File: config.mk
export PLATFORM = sky130hd
export DESIGN_NAME = sm_addsub_unit
export DESIGN_NICKNAME = d
export VERILOG_FILES = /design/src/rtl/sm_addsub_unit.sv
export SDC_FILE = /design/constraint.sdc
export NUM_CORES = 1
export LEC_CHECK = 0
export ABC_AREA = 1
export CAP_MARGIN = 20
export CORE_MARGIN = 8
export CORE_UTILIZATION = 55
export DETAILED_ROUTE_END_ITERATION = 10
export PLACE_DENSITY = 0.83
export SLEW_MARGIN = 20
export SYNTH_ARGS = -nofsm -noshare
export SYNTH_HDL_FRONTEND = slang
export SYNTH_SLANG_ARGS = --single-unit
File: constraint.sdc
create_clock -name clk -period 2.15 [get_ports clk]
set_input_delay 0.3225 -clock clk [delete_from_list [all_inputs] [get_ports clk]]
set_output_delay 0.3225 -clock clk [all_outputs]
set_load 0.1 [all_outputs]
File: src/rtl/sm_addsub_unit.sv
// Signed-magnitude add/subtract unit with a one-hot eight-state sequencer.
// Operands are latched on leaving T0. The magnitude path is WIDTH bits wide,
// with the end carry held in E. The result, sign and overflow flag are
// registered in T7, and a one-cycle done strobe follows on return to T0.
module sm_addsub_unit #(
    parameter int WIDTH = 8,
    parameter bit SAT   = 1'b0
) (
    input  logic             clk,
    input  logic             reset,
    input  logic             qa,
    input  logic             qs,
    input  logic             a_sign,
    input  logic             b_sign,
    input  logic [WIDTH-1:0] a_mag,
    input  logic [WIDTH-1:0] b_mag,
    output logic             r_sign,
    output logic [WIDTH-1:0] r_mag,
    output logic             avf,
    output logic             busy,
    output logic             done,
    output logic [7:0]       state
);

    typedef enum logic [7:0] {
        T0 = 8'b0000_0001,
        T1 = 8'b0000_0010,
        T2 = 8'b0000_0100,
        T3 = 8'b0000_1000,
        T4 = 8'b0001_0000,
        T5 = 8'b0010_0000,
        T6 = 8'b0100_0000,
        T7 = 8'b1000_0000
    } state_t;

    state_t           cur;
    logic             as_q;
    logic             bs_q;
    logic             e_q;
    logic             avf_int;
    logic [WIDTH-1:0] a_q;
    logic [WIDTH-1:0] b_q;

    logic [WIDTH:0]   sum_add;
    logic [WIDTH:0]   sum_sub;
    logic [WIDTH-1:0] fin_mag;

    // Datapath: magnitude sum, magnitude difference (A + ~B + 1) and the final magnitude.
    always_comb begin
        // NOTE: every always_comb output gets a value on every path, so no latch is inferred.
        sum_add = {1'b0, a_q} + {1'b0, b_q};
        sum_sub = {1'b0, a_q} + {1'b0, ~b_q} + (WIDTH+1)'(1);
        fin_mag = (avf_int && SAT) ? {WIDTH{1'b1}} : a_q;
    end

    // Sequencer, operand registers and output registers. Reset aborts any operation.
    always_ff @(posedge clk or posedge reset) begin
        if (reset) begin
            // NOTE: all state updates use <= so every register samples pre-edge values.
            cur     <= T0;
            as_q    <= 1'b0;
            bs_q    <= 1'b0;
            a_q     <= '0;
            b_q     <= '0;
            e_q     <= 1'b0;
            avf_int <= 1'b0;
            r_sign  <= 1'b0;
            r_mag   <= '0;
            avf     <= 1'b0;
            done    <= 1'b0;
        end else begin
            done <= 1'b0;
            case (cur)
                T0: begin
                    if (qs || qa) begin
                        as_q    <= a_sign;
                        a_q     <= a_mag;
                        bs_q    <= b_sign;
                        b_q     <= b_mag;
                        e_q     <= 1'b0;
                        avf_int <= 1'b0;
                        // Subtract takes priority and detours through T1 to flip Bs.
                        cur     <= qs ? T1 : T2;
                    end
                end
                T1: begin
                    bs_q <= ~bs_q;
                    cur  <= T2;
                end
                T2: begin
                    cur <= (as_q == bs_q) ? T3 : T4;
                end
                T3: begin
                    {e_q, a_q} <= sum_add;
                    avf_int    <= sum_add[WIDTH];
                    cur        <= T7;
                end
                T4: begin
                    {e_q, a_q} <= sum_sub;
                    avf_int    <= 1'b0;
                    cur        <= T5;
                end
                T5: begin
                    // E set means A >= B, so the difference is already in magnitude form.
                    cur <= e_q ? T7 : T6;
                end
                T6: begin
                    a_q  <= ~a_q + WIDTH'(1);
                    as_q <= ~as_q;
                    cur  <= T7;
                end
                T7: begin
                    r_mag  <= fin_mag;
                    // A zero magnitude is always reported as positive zero.
                    r_sign <= (fin_mag == '0) ? 1'b0 : as_q;
                    avf    <= avf_int;
                    done   <= 1'b1;
                    cur    <= T0;
                end
                default: cur <= T0;
            endcase
        end
    end

    assign state = cur;
    assign busy  = ~cur[0];

endmodule

==> metrics.md <==
| Metric | Value |
|---|---|
| Status | `finished clean` |
| Placed cell count | `498` |
| Final hold slack | `436 ps` |
| Clk root buf | `clkbuf_8` |
| Gpl congestion | `0.940` |
| DR WL met2 | `3350 um` |
| Sink Count | `39` |
| HPWL Detailed | `5520 um` |
| Vias | `2,709` |
| Critical path arrival | `2150 ps` |
| Hold Buf Count CTS | `0` |
| Area of the multi-input gates | `0.00158 sq mm` |
| Period utilization | `91.9%` |
| Crit-path cells | `inv_1 -> ha_1 -> inv_1 -> fa_1 -> nand2_1 -> nand2_1 -> nand3b_1 -> nand2_1 -> nand2_1 -> nand2_1 -> nand2_1 -> nand2_1 -> nand2_1 -> nand3_1` |
| Fill cells | `443` |
| RSZ-0062 raised after global routing | `false` |
| Synth Area in Compound Gates | `9.16%` |
| Avg WL per Cell | `14.1 um` |
| Crit path max fanout | `5` |
| WL met1 | `3110 um` |
| PortBufs | `41` |
| Min-Delay Path Class | `in -> async` |
| Clock period minus worst slack | `1980 ps` |
| Synth Area in XOR/XNOR | `0.313%` |
| Sequential fraction of the synthesis area | `34.9%` |
| Post-synthesis net count | `427` |
| Worst VDD drop | `0.885 mV` |
| Worst slew margin | `65.6%` |
| Hold Vio Cnt, Final | `0` |
| IO Pins | `42` |
| Vias per cell | `5.35` |
| Clk_lat worst skew | `300 ps` |
| Post-synth top area cell | `dfrtp_1` |
| Yosys cell types | `36` |
| Core ar. | `0.00501 sq mm` |
| 1st-pass router iterations | `6` |
| Fmax | `506 MHz` |
| Finished Layout Cells | `506` |
| First-pass GRT wire length | `11,500 um` |
| Setup WS pre-CTS | `157 ps` |
| Die ar. | `0.00763 sq mm` |
| Synth Register Bits | `39` |
| Cts bufs inserted | `5` |
| Post-CTS Setup Repair Bufs | `0` |
| Clock skew | `6.76 ps` |
| Mapped Area | `0.00280 sq mm` |
| Syn Area/Cell | `7.27 sq um` |
| Met3 wire length | `547 um` |
| Crit-path max cell delay | `440 ps` |
| Area Overhead vs Synth | `21.8%` |
| Die Width | `87.3 um` |
| Number of global-route vias before repair | `2,482` |
| # rows | `26` |
| Post-Syn Instances | `385` |
| Area share of fa/ha/maj cells after synthesis | `9.48%` |
| Leak | `1.82 nW` |
| PD cells | `1740 mW/mm^2` |
| Max-Cap Viols | `0` |
| GRT overflow | `0` |
| Antenna violations before repair | `0` |
| # resized after CTS | `0` |
| Startpoint Class | `flop` |
| Largest net degree at the start of global routing | `40` |
| Max layer used | `met4` |
| Slowest-stage cell, CP | `dfrtp_1` |
| H-tree levels | `2` |
| Diode count | `0` |
| Final WL | `7120 um` |
| Post-DRT Antenna Nets | `0` |
| Crit end category | `flop` |
| Setup CP Type | `reg -> reg` |
| Layout cells sized above 1 | `16.3%` |
| DRC | `0` |
| Ranking of synthesized cells by area | `dfrtp_1 (34%), nand2_1 (15%), ha_1 (8.0%)` |
| CP most frequent cell | `nand2_1` |
| Main combinational cell family by area after synthesis | `simple AND/OR/NAND/NOR gates` |
| Fin worst setup slack | `173 ps` |
| Initial Util | `55.9%` |
| Mux contribution to synthesized area | `0.402%` |
| CTS tree | `built` |
| Die H | `87.3 um` |
| Register area | `981 sq um` |
| Syn. warnings | `0` |
| Slew Viols, Final | `0` |
| First DRT Iteration DRCs | `208` |
| Maximum clock path buffer count | `2` |
| Total track usage | `19.4%` |
| Synth top area share | `34.0%` |
| Post-synthesis simple-gate area fraction | `36.7%` |
| Final setup viols | `0` |
| Nets | `477` |
| Tightest Pin Transition | `515 ps` |
| Critical path required time | `2330 ps` |
| Worst-path clk slew | `80 ps` |
[metrics by stage]
step | area (sq um) | utilization (%) | TNS, ps | total power [mW]
finish | 3410 | 68.0 | 0 | 5.94
global route | 3410 | 68.0 | 0 | 6.39
CTS | 3410 | 68.0 | 0 | 5.89
detailed placement | 3280 | 65.4 | 0 | 5.14
global placement | 3280 | 65.4 | 0 | 5.02
floorplan | 2820 | - | -1130 | 4.27
[placed cells by master, fill, tap and decap left out, types with 2 or more instances in the layout]
cell / n
a21oi_1: 12
buf_4: 26
bufinv_16: 2
clkbuf_8: 5
clkdlybuf4s50_1: 21
dfrtp_1: 38
fa_1: 2
ha_1: 18
inv_1: 47
inv_2: 5
nand2_1: 115
nand2_2: 2
nand2_4: 4
nand3_1: 40
nand3b_1: 3
nand4_1: 9
nor2_1: 35
nor2_2: 2
o21ai_0: 14
o21ai_1: 4
o21ai_2: 9
o22ai_1: 2
or2_2: 4
[Yosys cell counts]
cell and count:
clkinv_2 1, o21ai_0 14, inv_1 48, or2_2 4, o21a_1 1, nor3_1 1, inv_6 1, inv_2 5
and2_1 1, nand2_4 4, dfstp_2 1, nand4_1 9, o21ai_2 9, nand3_4 1, ha_1 18, nand3b_1 3
buf_2 2, buf_6 2, nand3_2 1, fa_1 2, xnor2_1 1, nor2_2 2, o22ai_1 2, mux2_2 1
a21oi_1 12, dfrtp_1 38, nand3_1 40, nor2_8 1, nand2_1 115, o211ai_1 1, nor2_4 1, o21ai_1 4
nor4_4 1, inv_4 1, nor2_1 35, nand2_2 2
[registers in the layout, indices dropped and copies added (netlist names)]
name     count
a_q          8
as_q         1
avf          1
avf_int      1
b_q          8
bs_q         1
done         1
e_q          1
r_mag        8
r_sign       1
state        8
[cell families (layout without fill, tap and decap cells)]
group / count (synthesis) / after routing
simple gates: 221 / 221
buf+inv: 60 / 111
compound gates: 43 / 43
flops: 39 / 39
fa+ha+maj: 20 / 20
xor+xnor: 1 / 1
mux: 1 / 1
[worst max-delay path, delay by kind of cell (launching register included)]
kind | cells | cell delay, ps
flip-flops | 1 | 440
AND/OR/NAND/NOR | 10 | 740
adder cells (fa/ha/maj) | 2 | 520
buffers and inverters | 2 | 150
[cell type report]
type                       count  area share, %
multi-input combinational    286           46.3
sequential                    39           28.8
inverter                      56           6.53
clock buffer                   6           2.13
tap                           70           2.57
clock inverter                 2           1.76
timing repair buffer          47           11.9
[layer usage]
metal	global-route usage, %	vias up
met4	6.09	0
met3	4.43	14
li1	-	1334
met1	24.4	1253
met2	32.0	108
met5	0	-
[worst paths after layout]
check                      depth (start not counted)  slack, ps  endpoint  startpoint
max                                               14        170       e_q      a_q[0]
min                                                3        440  state[3]       reset
max reg2reg                                       14        170       e_q      a_q[0]
min reg2reg                                        2        490  r_mag[2]    r_mag[2]
max in group asynchronous                          3       1340  state[0]       reset
min in group clk                                   2        490  r_mag[2]    r_mag[2]
[where the power goes]
group          leakage [nW]  internal (mW)  switching (mW)
Combinational          1.25           1.16            2.74
Clock                0.0654          0.464           0.277
Sequential            0.507           1.03           0.275
(Power assumes the default switching activity.)
